### config.mk
export PLATFORM = sky130hd
export DESIGN_NAME = cdc_handshake_tx
export DESIGN_NICKNAME = d
export VERILOG_FILES = /design/src/rtl/cdc_handshake_tx.sv
export SDC_FILE = /design/constraint.sdc
export NUM_CORES = 1
export LEC_CHECK = 0
export CAP_MARGIN = 30
export CORE_UTILIZATION = 35
export CTS_CLUSTER_DIAMETER = 80
export DETAILED_ROUTE_END_ITERATION = 12
export PLACE_DENSITY = 0.79
export SLEW_MARGIN = 10
export SYNTH_ARGS = -nofsm -noshare
export SYNTH_HDL_FRONTEND = slang
export SYNTH_SLANG_ARGS = --single-unit
### constraint.sdc
create_clock -name clk -period 1.3 [get_ports clk]
set_clock_uncertainty 0.1 [all_clocks]
set_input_delay 0.13 -clock clk [delete_from_list [all_inputs] [get_ports clk]]
set_output_delay 0.13 -clock clk [all_outputs]
set_load 0.02 [all_outputs]
### src/rtl/cdc_handshake_tx.sv
// Source-side four-phase req/ack CDC handshake transmitter.
// Optional ack timeout enabled by defining CDC_HS_TIMEOUT_EN.
module cdc_handshake_tx #(
   parameter int NUMSTGS        = 2,
   parameter int DWIDTH         = 32,
   parameter int TIMEOUT_CYCLES = 1024
) (
   input  logic              clk,
   input  logic              reset,
   input  logic              src_valid,
   output logic              src_ready,
   input  logic [DWIDTH-1:0] src_data,
   output logic              req_out,
   output logic [DWIDTH-1:0] data_out,
   input  logic              ack_in,
   output logic              busy,
`ifdef CDC_HS_TIMEOUT_EN
   output logic              timeout_err,
`endif
   output logic              tx_done
);

   typedef enum logic [1:0] {
      IDLE   = 2'd0,
      REQ_HI = 2'd1,
      ACK_LO = 2'd2
   } state_t;

   if (NUMSTGS < 2 || TIMEOUT_CYCLES < 2) begin : g_bad_param
      $error("cdc_handshake_tx: NUMSTGS and TIMEOUT_CYCLES must be >= 2");
   end

   state_t              state_q;
   logic [NUMSTGS-1:0]  ack_sync_q;
   logic                ack_s;
   logic                req_q;
   logic [DWIDTH-1:0]   data_q;
   logic                busy_q;
   logic                done_q;

   assign ack_s = ack_sync_q[NUMSTGS-1];

`ifdef CDC_HS_TIMEOUT_EN
   localparam int CW = (TIMEOUT_CYCLES > 2) ? $clog2(TIMEOUT_CYCLES) : 1;
   localparam logic [CW-1:0] TLAST = CW'(TIMEOUT_CYCLES - 1);

   logic [CW-1:0] cnt_q;
   logic          terr_q;
   logic          tmo_q;
   logic          tmo;

   assign tmo         = (cnt_q == TLAST);
   assign timeout_err = terr_q;
`endif

   always_ff @(posedge clk) begin
      if (reset) begin
         ack_sync_q <= '0;
      end else begin
         ack_sync_q <= {ack_sync_q[NUMSTGS-2:0], ack_in};
      end
   end

   always_ff @(posedge clk) begin
      if (reset) begin
         state_q <= IDLE;
         req_q   <= 1'b0;
         data_q  <= '0;
         busy_q  <= 1'b0;
         done_q  <= 1'b0;
`ifdef CDC_HS_TIMEOUT_EN
         cnt_q   <= '0;
         terr_q  <= 1'b0;
         tmo_q   <= 1'b0;
`endif
      end else begin
         done_q <= 1'b0;
`ifdef CDC_HS_TIMEOUT_EN
         terr_q <= 1'b0;
`endif
         unique case (state_q)
            IDLE: begin
               if (src_valid) begin
                  data_q  <= src_data;
                  req_q   <= 1'b1;
                  busy_q  <= 1'b1;
                  state_q <= REQ_HI;
`ifdef CDC_HS_TIMEOUT_EN
                  cnt_q   <= '0;
                  tmo_q   <= 1'b0;
`endif
               end
            end
            REQ_HI: begin
               if (ack_s) begin
                  req_q   <= 1'b0;
                  state_q <= ACK_LO;
`ifdef CDC_HS_TIMEOUT_EN
                  cnt_q   <= '0;
               end else if (tmo) begin
                  // no ack at all: abandon, but still wait out ACK_LO
                  req_q   <= 1'b0;
                  state_q <= ACK_LO;
                  cnt_q   <= '0;
                  terr_q  <= 1'b1;
                  tmo_q   <= 1'b1;
               end else begin
                  cnt_q   <= cnt_q + 1'b1;
`endif
               end
            end
            ACK_LO: begin
               if (!ack_s) begin
                  busy_q  <= 1'b0;
                  state_q <= IDLE;
`ifdef CDC_HS_TIMEOUT_EN
                  done_q  <= ~tmo_q;
                  cnt_q   <= '0;
               end else if (tmo) begin
                  busy_q  <= 1'b0;
                  state_q <= IDLE;
                  cnt_q   <= '0;
                  terr_q  <= 1'b1;
               end else begin
                  cnt_q   <= cnt_q + 1'b1;
`else
                  done_q  <= 1'b1;
`endif
               end
            end
            default: begin
               req_q   <= 1'b0;
               busy_q  <= 1'b0;
               state_q <= IDLE;
            end
         endcase
      end
   end

   assign src_ready = (state_q == IDLE);
   assign req_out   = req_q;
   assign data_out  = data_q;
   assign busy      = busy_q;
   assign tx_done   = done_q;

endmodule

## Word level (Yosys, flattened, before mapping)

Index checks and enable logic that the tools add are counted.

| word-level totals | value |
|---|---|
| flip-flop bits (word level) | 39 |
| output and inout bits | 36 |
| word-level logic and storage cells | 29 |

| cells by class | value |
|---|---|
| eq/ne operators | 5 |
| multiplexer cells | 10 |
| bitwise gates (word level) | 2 |
| reduce and logical (&&, ||, !) cells | 6 |

Operators with widths:

| cell | number |
|---|---|
| 3-bit AND reduction | 3 |
| 2-bit 2-to-1 mux | 3 |
| 2-bit != test (second input constant) | 3 |
| 1-bit one-hot mux with 3 select lines | 2 |
| 2-bit one-hot mux with 3 select lines | 1 |
| 1-bit 2-to-1 mux | 4 |
| 2-bit by 1-bit == test with 1-bit output (second input constant) | 1 |
| 2-bit == test (second input constant) | 1 |
| 2-bit zero test | 1 |
| 1-bit NOT | 2 |
| 2-bit AND reduction | 1 |
| 2-bit OR reduction | 1 |

## Longest topological paths before layout

Gate-level depths: netlist of the first run.

| logic depth | value |
|---|---|
| depth after elaboration | 3 |
| depth in mapped cells | 6 |

## Worst setup path after synthesis of the first run

Ideal clock, no wire load.

| timing | value |
|---|---|
| path type | reg-to-reg |
| start point | reg state_q[0] |
| end point | reg data_q[19] (netlist: data_out[19]) |
| library setup time | 0.132 ns |
| arrival | 1.151 ns |
| data required time | 1.068 ns |
| path slack | -0.084 ns |
| stages on the path, launching flop included | 7 |
| buffers on the path | 3 |
| clock period less this slack | 1.384 ns |
| path through | dfxtp_1 -> buf_6 -> or3b_1 -> buf_2 -> buf_6 -> nand2_1 -> a21oi_1 |

| between the ends | value |
|---|---|
| cells in the longest elaborated chain, start to end | 2 |

RTL lines:

| item | line | RTL |
|---|---|---|
| start: declaration | 33 | `state_t state_q;` |
| start signal: assignment | 66 | `state_q <= IDLE;` |
| start signal: assignment | 87 | `state_q <= REQ_HI;` |
| start signal: assignment | 97 | `state_q <= ACK_LO;` |
| 2-bit zero test | 81 | `unique case (state_q)` |
| 2-bit AND reduction (no line) | n/a |  |
| end signal: assignment | 84 | `data_q <= src_data;` |
| end: declaration | 37 | `logic [DWIDTH-1:0] data_q;` |

Every way passes these cells.
A chain may end at the register's enable or synchronous reset.

## Worst setup path in the final report of the first run

| timing | value |
|---|---|
| start point | reg state_q[0] |
| end point | reg data_q[0] (netlist: data_out[0]) |

The elaborated chain is that of the path after synthesis.

==> results.md, run 1 <==
- Vias in the first global route: 1256
- Post-route DRC violation count: 0
- RSZ-0062 raised after global routing: true
- Most common library cells after synthesis: nand2_1, dfxtp_1, a21oi_1, buf_2
- #FFs+latches synth: 39
- Cell row count: 22
- Mux share of post-synthesis cell area: 0.00719
- Met3 wire length: about 300 µm
- WS Path Type: flop to flop
- Largest net degree at the start of global routing: 22
- Clock sink count: 39
- Largest family of logic cells by synthesized area: simple AND/OR/NAND/NOR gates
- Pre-CTS WS: -307 ps
- Final hold violations: 0
- Final period util: 1.08
- Via count: between 1000 and 1500
- Post-Synth XOR/XNOR Area: 0.00629
- Initial Utilization: 0.372
- Post-route setup slack: -101 ps
- Syn. warnings: 0
- Ys async rst share: 0
- Period minus WS final: around 1400 ps
- CP Cell Sequence: buf_6, nor3b_4, buf_12, clkbuf_16, nand2_1, a21oi_1
- Iteration-0 DRC Markers: 62
- CP endpoint kind: flop
- Die Wd: roughly 65 µm
- Worst-path clk slew: around 70 ps
- Clock Tree Buf Depth: 2
- CTS tree: yes
- Top cell type's share of synthesized area: 0.561
- Gr ovfl total: 0
- Drt total wl: 3650 µm
- Largest delay share family, worst path: buffers and inverters
- Core area: between 3000 and 4000 µm²
- Max-Cap Viols: 0
- Buf+Inv Stages, Crit Path: 3
- Failing checks: setup timing
- Vias/cell: ~4.7
- Syn_nets: between 200 and 250
- Worst-path fanout max: 8
- Max-Slew Margin vs Limit: 0.825
- PortBufs: 71
- Post-DRT Antenna Nets: 0
- Post-synth EDFFs: 0
- Gr usage total: 0.166
- Final setup fails: 32
- FF/Latch Area: roughly 790 µm²
- Die Y: 65.1 µm
- Die ar.: approximately 4200 µm²
- Max Fclk: between 700 and 800 MHz
- Main synth FF type: dfxtp_1
- Post-Synthesis Cells: around 170
- Slew @ Worst Pin: 263 ps
- I/O pin total: 72
- Dominant cells by area after synthesis: dfxtp_1, nand2_1, a21oi_1
- Area Growth Syn to Fin: 78.4%
- Max layer used: met4
- Pleak: between 1 and 1.5 nW
- N_diodes: 0
- Sequential fraction of the synthesis area: 0.561
- Nets: 285
- Slowest CP cell: dfxtp_4
- Library cells used by synthesis: 18
- Avg WL per Cell: 12.3 µm
- First-pass GRT wire length: ~5400 µm
- Placer Congestion: 0.643
- Worst hold-check path type: input pin to flop
- Adder-cell share of the synthesized area: 0
- Cell with the most instances after synthesis: nand2_1
- Final Total Pwr: ~0.0027 W
- Initial antenna violation count: 0
- Mapped cell area: roughly 1400 µm²
- Worst-skew pair later-pin latency: 280 ps
- # fillers: about 330
- Slew Viols, Final: 0
- M1 wire length: ~1500 µm
- CTS H-tree depth: 2
- CTS root buf: clkbuf_8
- Crit-path max cell delay: around 370 ps
- DP HPWL: between 2000 and 2500 µm
- Pwr dens: approximately 1100 nW/µm²
- DRT Pass-1 Iters: 4
- Fraction of layout cells with a size suffix above 1: 0.280
- WP data arrival: ~1500 ps
- WP data required: around 1400 ps
- Worst vdd ir: a little under 0.7 mV
- Area fraction in compound gates after synthesis: 0.133
- Hold slack: about 290 ps
- Startpoint Class: flop
- Cts bufs inserted: 5
- Multi-input logic area: approximately 650 µm²
- WL met2: around 1800 µm
- Status: finished, violations left
- Post-Synth Simple-Gate Area: 0.229
- CTS hold repair buffers: 0
- Largest area contributor in the netlist: dfxtp_1
- Avg Inst Size Synth: about 8.3 µm²
what timing repair did:
item,CTS,global route
setup endpoints to repair,68,34
buffers inserted,0,2
gates cloned,0,3
resized for setup,56,41
pin swaps,18,23
routing by layer:
| metal | up-vias | track usage |
|---|---|---|
| met4 | 0 | 0.0408 |
| li1 | 699 | - |
| met1 | 642 | 0.181 |
| met3 | 2 | 0.0757 |
| met5 | - | 0 |
| met2 | 49 | 0.290 |
logic make-up (layout without fill, tap and decap cells):
family | count (synthesis) | count (layout)
AND/OR/NAND/NOR | 76 | 76
flip-flops | 39 | 39
AO/OA/AOI/OAI | 36 | 36
buffers and inverters | 14 | 97
XOR/XNOR | 1 | 1
multiplexers | 1 | 1
cell usage in the layout (no fill, tap or decap), drive strengths merged:
master | netlist | routed
xnor2 | 1 | 1
dlygate4sd2 | 0 | 35
buf | 9 | 15
clkdlybuf4s50 | 0 | 35
o21bai | 1 | 1
clkinv | 0 | 3
inv | 1 | 1
o31ai | 1 | 1
dfxtp | 39 | 39
nor4b | 1 | 1
nor2 | 2 | 2
nor3 | 2 | 2
mux2i | 1 | 1
a21oi | 34 | 34
nand2 | 65 | 65
nor2b | 3 | 3
clkbuf | 4 | 8
or3b | 2 | 2
nor3b | 1 | 1
state kept, by name (all words and copies together) (netlist names):
| register | flops |
|---|---|
| data_out | 32 |
| ack_sync_q | 2 |
| state_q | 2 |
| busy | 1 |
| req_out | 1 |
| tx_done | 1 |
stage by stage:
stage               TNS [ps]   util  std cells  cell area [µm²]
global route           -2920  0.664        298             2480
finish                  -999  0.664        298             2480
detailed placement     -9500  0.584        285             2190
CTS                    -1410  0.610        293             2280
global placement       -8540  0.584        285             2190
floorplan              -2340      -        167             1410
power by group:
part	internal, W	switching [W]	total (W)	leakage (nW)
Clock	0.000367	0.000390	0.000756	0.0477
Combinational	0.000318	0.000292	0.000610	0.709
Sequential	0.00126	0.0000380	0.00130	0.322
Total	0.00195	0.000720	0.00267	1.08
final cells by class:
class	count	share of cell area
clock inverters	3	0.00604
well taps	48	0.0242
clock buffers	5	0.0277
multi-input cells	114	0.262
repair buffers	88	0.361
inverters	1	0.00151
flip-flops and latches	39	0.317
tightest hold or removal path: stages:
cell,delay (ps)
clkdlybuf4s50_1,400
nand2_1,60
a21oi_1,50
worst paths after layout:
path	from	to	slack (ps)	depth (start not counted)
worst max-delay path	state_q[0]$_SDFFE_PP0P_	data_out[0]$_SDFFE_PP0P_	-100	6
worst min-delay path	src_data[29]	data_out[29]$_SDFFE_PP0P_	290	3
worst max register to register	state_q[0]$_SDFFE_PP0P_	data_out[0]$_SDFFE_PP0P_	-100	6
worst min register to register	data_out[10]$_SDFFE_PP0P_	data_out[10]$_SDFFE_PP0P_	350	2
No activity file was read; power rests on OpenSTA's default activity.
==> run 2, diff against run 1 <==
Settings changed: GPL_TIMING_DRIVEN from default to 0.
==> run 2 against run 1 <==
Net effect: the flow still finishes with violations (setup timing); hold slack better by 2.1 ps; sequential power is essentially flat; setup slack improved by 2.6 ps; sequential share of layout area shrank 0.25 points; clock power increased by 16%; largest cell class unchanged; highest routed layer unchanged.
==> results.md, run 2 (synthesis results as in run 1) <==
- Switching share of power: 0.266 (-0.00404)
- Seq pwr share: 0.473 (-0.015)
- Most common cell after layout, fill and taps aside: dfxtp_1
- Iteration-0 DRC Markers: 42 (-32%)
- Avg WL per Cell: 12.6 µm (+2.4%)
- PortBufs: 71 (unchanged)
- Initial antenna violation count: 0 (unchanged)
- Die ar.: 4230 µm² (unchanged)
- Fraction of layout cells with a size suffix above 1: 0.324 (+0.0440)
- Gr ovfl total: 0 (unchanged)
- Slew Viols, Final: 0 (unchanged)
- Die Wd: 65.1 µm (unchanged)
- Core area: 3740 µm² (unchanged)
- Startpoint Class: flop
- Largest net degree at the start of global routing: 12 (-45%)
- Max layer used: met4
- Clock Tree Buf Depth: 2 (unchanged)
- WHS Path Cells: 2 (-1)
- WL met2: 1800 µm (-2.0%)
- Post-route setup slack: -98.3 ps (+2.56 ps)
- # fillers: 334 (+1.8%)
- Final setup fails: 30 (-6.3%)
- Worst-path clk slew: 70 ps (about the same)
- Pleak: 1.09 nW (+1.2%)
- RSZ-0062 raised after global routing: true
- Max-Cap Viols: 0 (unchanged)
- Max-Slew Margin vs Limit: 0.561 (-0.264)
- CTS root buf: clkbuf_8
- Area Growth Syn to Fin: 79.9%
- Clock Power Share: 0.315 (+0.032)
- Worst hold-check path type: input pin to flop
- Gr usage total: 0.179 (+0.0128)
- Met3 wire length: 296 µm (-2.0%)
- M1 wire length: 1640 µm (+9.1%)
- Reg2reg path depth: 4 (-2)
- DP HPWL: 2340 µm (+0.78%)
- DRT Pass-1 Iters: 4 (unchanged)
- Worst vdd ir: 0.695 mV (-0.13%)
- Cell row count: 22 (unchanged)
- Die Y: 65.1 µm (unchanged)
- CTS H-tree depth: 2 (unchanged)
- Period minus WS final: 1400 ps (-2.56 ps)
- Cts bufs inserted: 5 (unchanged)
- Final hold violations: 0 (unchanged)
- Worst-skew pair later-pin latency: 280 ps (about the same)
- I/O pin total: 72 (unchanged)
- Switching pwr: 0.000740 W (+2.7%)
- Placer Congestion: 0.659 (+2.5%)
- Pwr dens: 1110 nW/µm² (+3.5%)
- Via count: 1386 (-0.43%)
- Vias/cell: 4.65 (-0.43%)
- Clock sink count: 39 (unchanged)
- Post-DRT Antenna Nets: 0 (unchanged)
- Nets: 285 (unchanged)
- WP data arrival: 1440 ps (-70 ps)
- Post-route DRC violation count: 0 (unchanged)
- Internal power: 0.00204 W (+4.9%)
- Drt total wl: 3740 µm (+2.4%)
- Post-layout util: 0.669 (+0.00535)
- Fin Setup TNS: -2070 ps (-1070 ps)
- First-pass GRT wire length: 5760 µm (+7.0%)
- Placed insts: 286 (+0.35%)
- N_diodes: 0 (unchanged)
- Failing checks: setup timing
- Finished Layout Cells: 298 (unchanged)
- WS Path Type: flop to flop
- Max Fclk: 715 MHz (+0.18%)
- Comb power frac: 0.212 (-0.017)
- CP endpoint kind: flop
- Pre-CTS WS: -505 ps (-199 ps)
- Initial Utilization: 0.372 (unchanged)
- Slew @ Worst Pin: 659 ps (+396 ps)
- Most frequent cells in the layout: dfxtp_1, nand2_1, clkdlybuf4s50_1, dlygate4sd2_1, a21oi_2
- Final period util: 1.08 (-0.00197)
- Status: finished, violations left
- Worst-path fanout max: 8 (unchanged)
- CTS tree: yes
- WP data required: 1340 ps (-70 ps)
- Number of flip-flops in the largest register: 32 (unchanged)
- Vias in the first global route: 1277 (+1.7%)
-- run 2: area by class of cell --
class,instances,area (µm²),share of cell area
plain buffers,10,77.6,0.0310
repair buffers,78,742,0.296
flip-flops and latches,39,788,0.315
well taps,48,60.1,0.0240
inverters,1,3.75,0.00150
clock buffers,8,100,0.0400
multi-input cells,114,733,0.293
-- run 2: metrics by stage --
step / instance area [µm²] / hold WS (ps) / power [W]
global route: 2500 / 296 / 0.00292
detailed placement: 2180 / 326 / 0.00187
finish: 2500 / 295 / 0.00278
floorplan: 1410 / 158 / 0.00159
CTS: 2330 / 289 / 0.00273
global placement: 2180 / 318 / 0.00186
-- run 2: power groups by stage --
stage | combinational [W] | clock, W | sequential, W
2_1_floorplan | 0.000176 | 0 | 0.00141
4_1_cts | 0.000528 | 0.000891 | 0.00131
3_3_place_gp | 0.000532 | 0 | 0.00133
5_1_grt | 0.000635 | 0.000959 | 0.00133
3_5_place_dp | 0.000536 | 0 | 0.00133
6_report | 0.000590 | 0.000877 | 0.00132
-- run 2: worst paths after layout --
path	end	startpoint	slack (ps)
hold / removal	ack_sync_q[0]$_SDFF_PP0_	ack_in	300
setup / recovery	data_out[20]$_SDFFE_PP0P_	state_q[1]$_SDFFE_PP0P_	-100
hold reg to reg	ack_sync_q[1]$_SDFF_PP0_	ack_sync_q[0]$_SDFF_PP0_	340
setup reg to reg	data_out[20]$_SDFFE_PP0P_	state_q[1]$_SDFFE_PP0P_	-100
-- run 2: repair_timing --
action                                  CTS  global route
setup buffers                             1             3
gates resized for setup                  72            47
pin swaps                                12            11
endpoints found under the setup margin   68            33
cloned                                    2             1
hold buffers                              0             0
-- run 2: routing by layer --
metal	vias to the layer above	track usage
met4	0	0.0326
met2	52	0.280
met5	-	0
li1	699	-
met1	633	0.232
met3	2	0.0722
-- run 2: worst max-delay path, stage by stage (launching register included) --
cell       delay [ps]
dfxtp_4           370
or3b_4            490
clkbuf_16         200
nand2_2            50
a21oi_1            50
==> RTL edit, RTL diff (config.mk and constraints of run 1) <==
Change the parameter `NUMSTGS` from 2 to 4.
--- a/src/rtl/cdc_handshake_tx.sv
+++ b/src/rtl/cdc_handshake_tx.sv
@@ -1,7 +1,7 @@
 // Source-side four-phase req/ack CDC handshake transmitter.
 // Optional ack timeout enabled by defining CDC_HS_TIMEOUT_EN.
 module cdc_handshake_tx #(
-   parameter int NUMSTGS        = 2,
+   parameter int NUMSTGS        = 4,
    parameter int DWIDTH         = 32,
    parameter int TIMEOUT_CYCLES = 1024
 ) (
Behaviour: not the same (Yosys sat finds a counterexample within 4 cycles, from zero or initial values and one cycle with reset high).
==> RTL edit against run 1 <==
  * Sequential power grew 5%
  * Area after synthesis grew 4.0%
  * Largest power group unchanged
  * Critical path depth is the same
  * Critical path type unchanged
  * Worst setup slack gained 0.032 ns
  * Non-clock buffer count grew 5
  * Sequential cell count grew 2
  * The run still ends with negative setup slack left
  * Routed wire length grew 16%
  * Power grew 4.6%
  * Cell area grew 6.4%
  * First-iteration DRC count shrank 58%
==> RTL edit: results (changes against run 1) <==
Initial drt markers -> 26 (was 62)
Pin count of the biggest net entering global routing -> 34 (was 22)
Largest cells by area after synthesis -> dfxtp_1 57%, nand2_1 17%, a21oi_1 11% (was dfxtp_1 56%, nand2_1 18%, a21oi_1 12%)
Compound-Gate Fraction of Synth Area -> 12.7% (was 13.3%)
Worst setup margin -> -0.0685 ns (was -0.101 ns)
Synth Area in XOR/XNOR -> 0.605% (was 0.629%)
Routed WL -> 4260 um (was 3650 um)
Hold Path End -> data_out[19] (was data_out[29])
Mux share of post-synthesis cell area -> 0.691% (was 0.719%)
Yosys cell types -> 19 (was 18)
Utilization after layout -> 66.6% (was 66.4%)
Result of the run -> finished, violations left (unchanged)
Synthesized area per cell -> 8.52 um2 (was 8.34 um2)
Fill count -> 361 (was 328)
Pleak -> 1.19 nW (was 1.08 nW)
Worst-margin pin slew -> 0.236 ns (was 0.263 ns)
VDD IR max -> 1.00 mV (was 0.696 mV)
Final cell count without fillers -> 307 (was 298)
GRT Overall Usage -> 16.7% (was 16.6%)
Post-route setup TNS -> -1.06 ns (was -0.999 ns)
WL met1 -> 1800 um (was 1500 um)
Net Count, Synth -> 206 (was 203)
Placement Setup Slack -> -0.254 ns (was -0.307 ns)
Fraction of layout cells with a size suffix above 1 -> 31.9% (was 28.0%)
CP peak stage delay -> 0.35 ns (was 0.37 ns)
RePlAce Congestion -> 0.655 (was 0.643)
Violated checks -> negative setup slack (unchanged)
Sequential area share after synthesis -> 56.7% (was 56.1%)
Internal reg-to-reg setup slack -> -0.07 ns (was -0.10 ns)
Number of global-route vias before repair -> 1262 (was 1256)
Arr. time, crit path -> 1.48 ns (was 1.51 ns)
Nets -> 293 (was 285)
Final Setup Violations -> 31 (was 32)
## RTL edit: repair_timing
item / in CTS / in global routing
pin swaps: 4 / 30
resized for setup: 47 / 62
setup endpoints to repair: 69 / 34
buffers inserted: 3 / 3
hold endpoints to repair: 0 / 0
gates cloned: 1 / 6
## RTL edit: final cells by class
class	count	area, um2	share of cell area (%)
timing repair buffer	93	945	35.7
sequential	41	826	31.2
multi-input combinational	114	717	27.1
clock buffer	7	86.3	3.27
tap	50	62.6	2.37
inverter	2	7.51	0.284
## RTL edit: per-layer routing
layer	vias to the layer above	GRT usage (%)
met5	-	0
met4	0	3.19
met1	663	19.2
li1	717	-
met2	49	30.4
met3	2	5.00
## RTL edit: power breakdown
part	leakage (nW)	internal, mW	switching, mW
combinational	0.803	0.318	0.307
sequential	0.338	1.32	0.0383
clock	0.0443	0.421	0.384
## RTL edit: kinds of logic after synthesis
family	Yosys count
and+or+nand+nor	76
AOI/OAI and AO/OA	36
xor gates and xnor gates	1
DFF	41
buffers and inverters	15
muxes	1
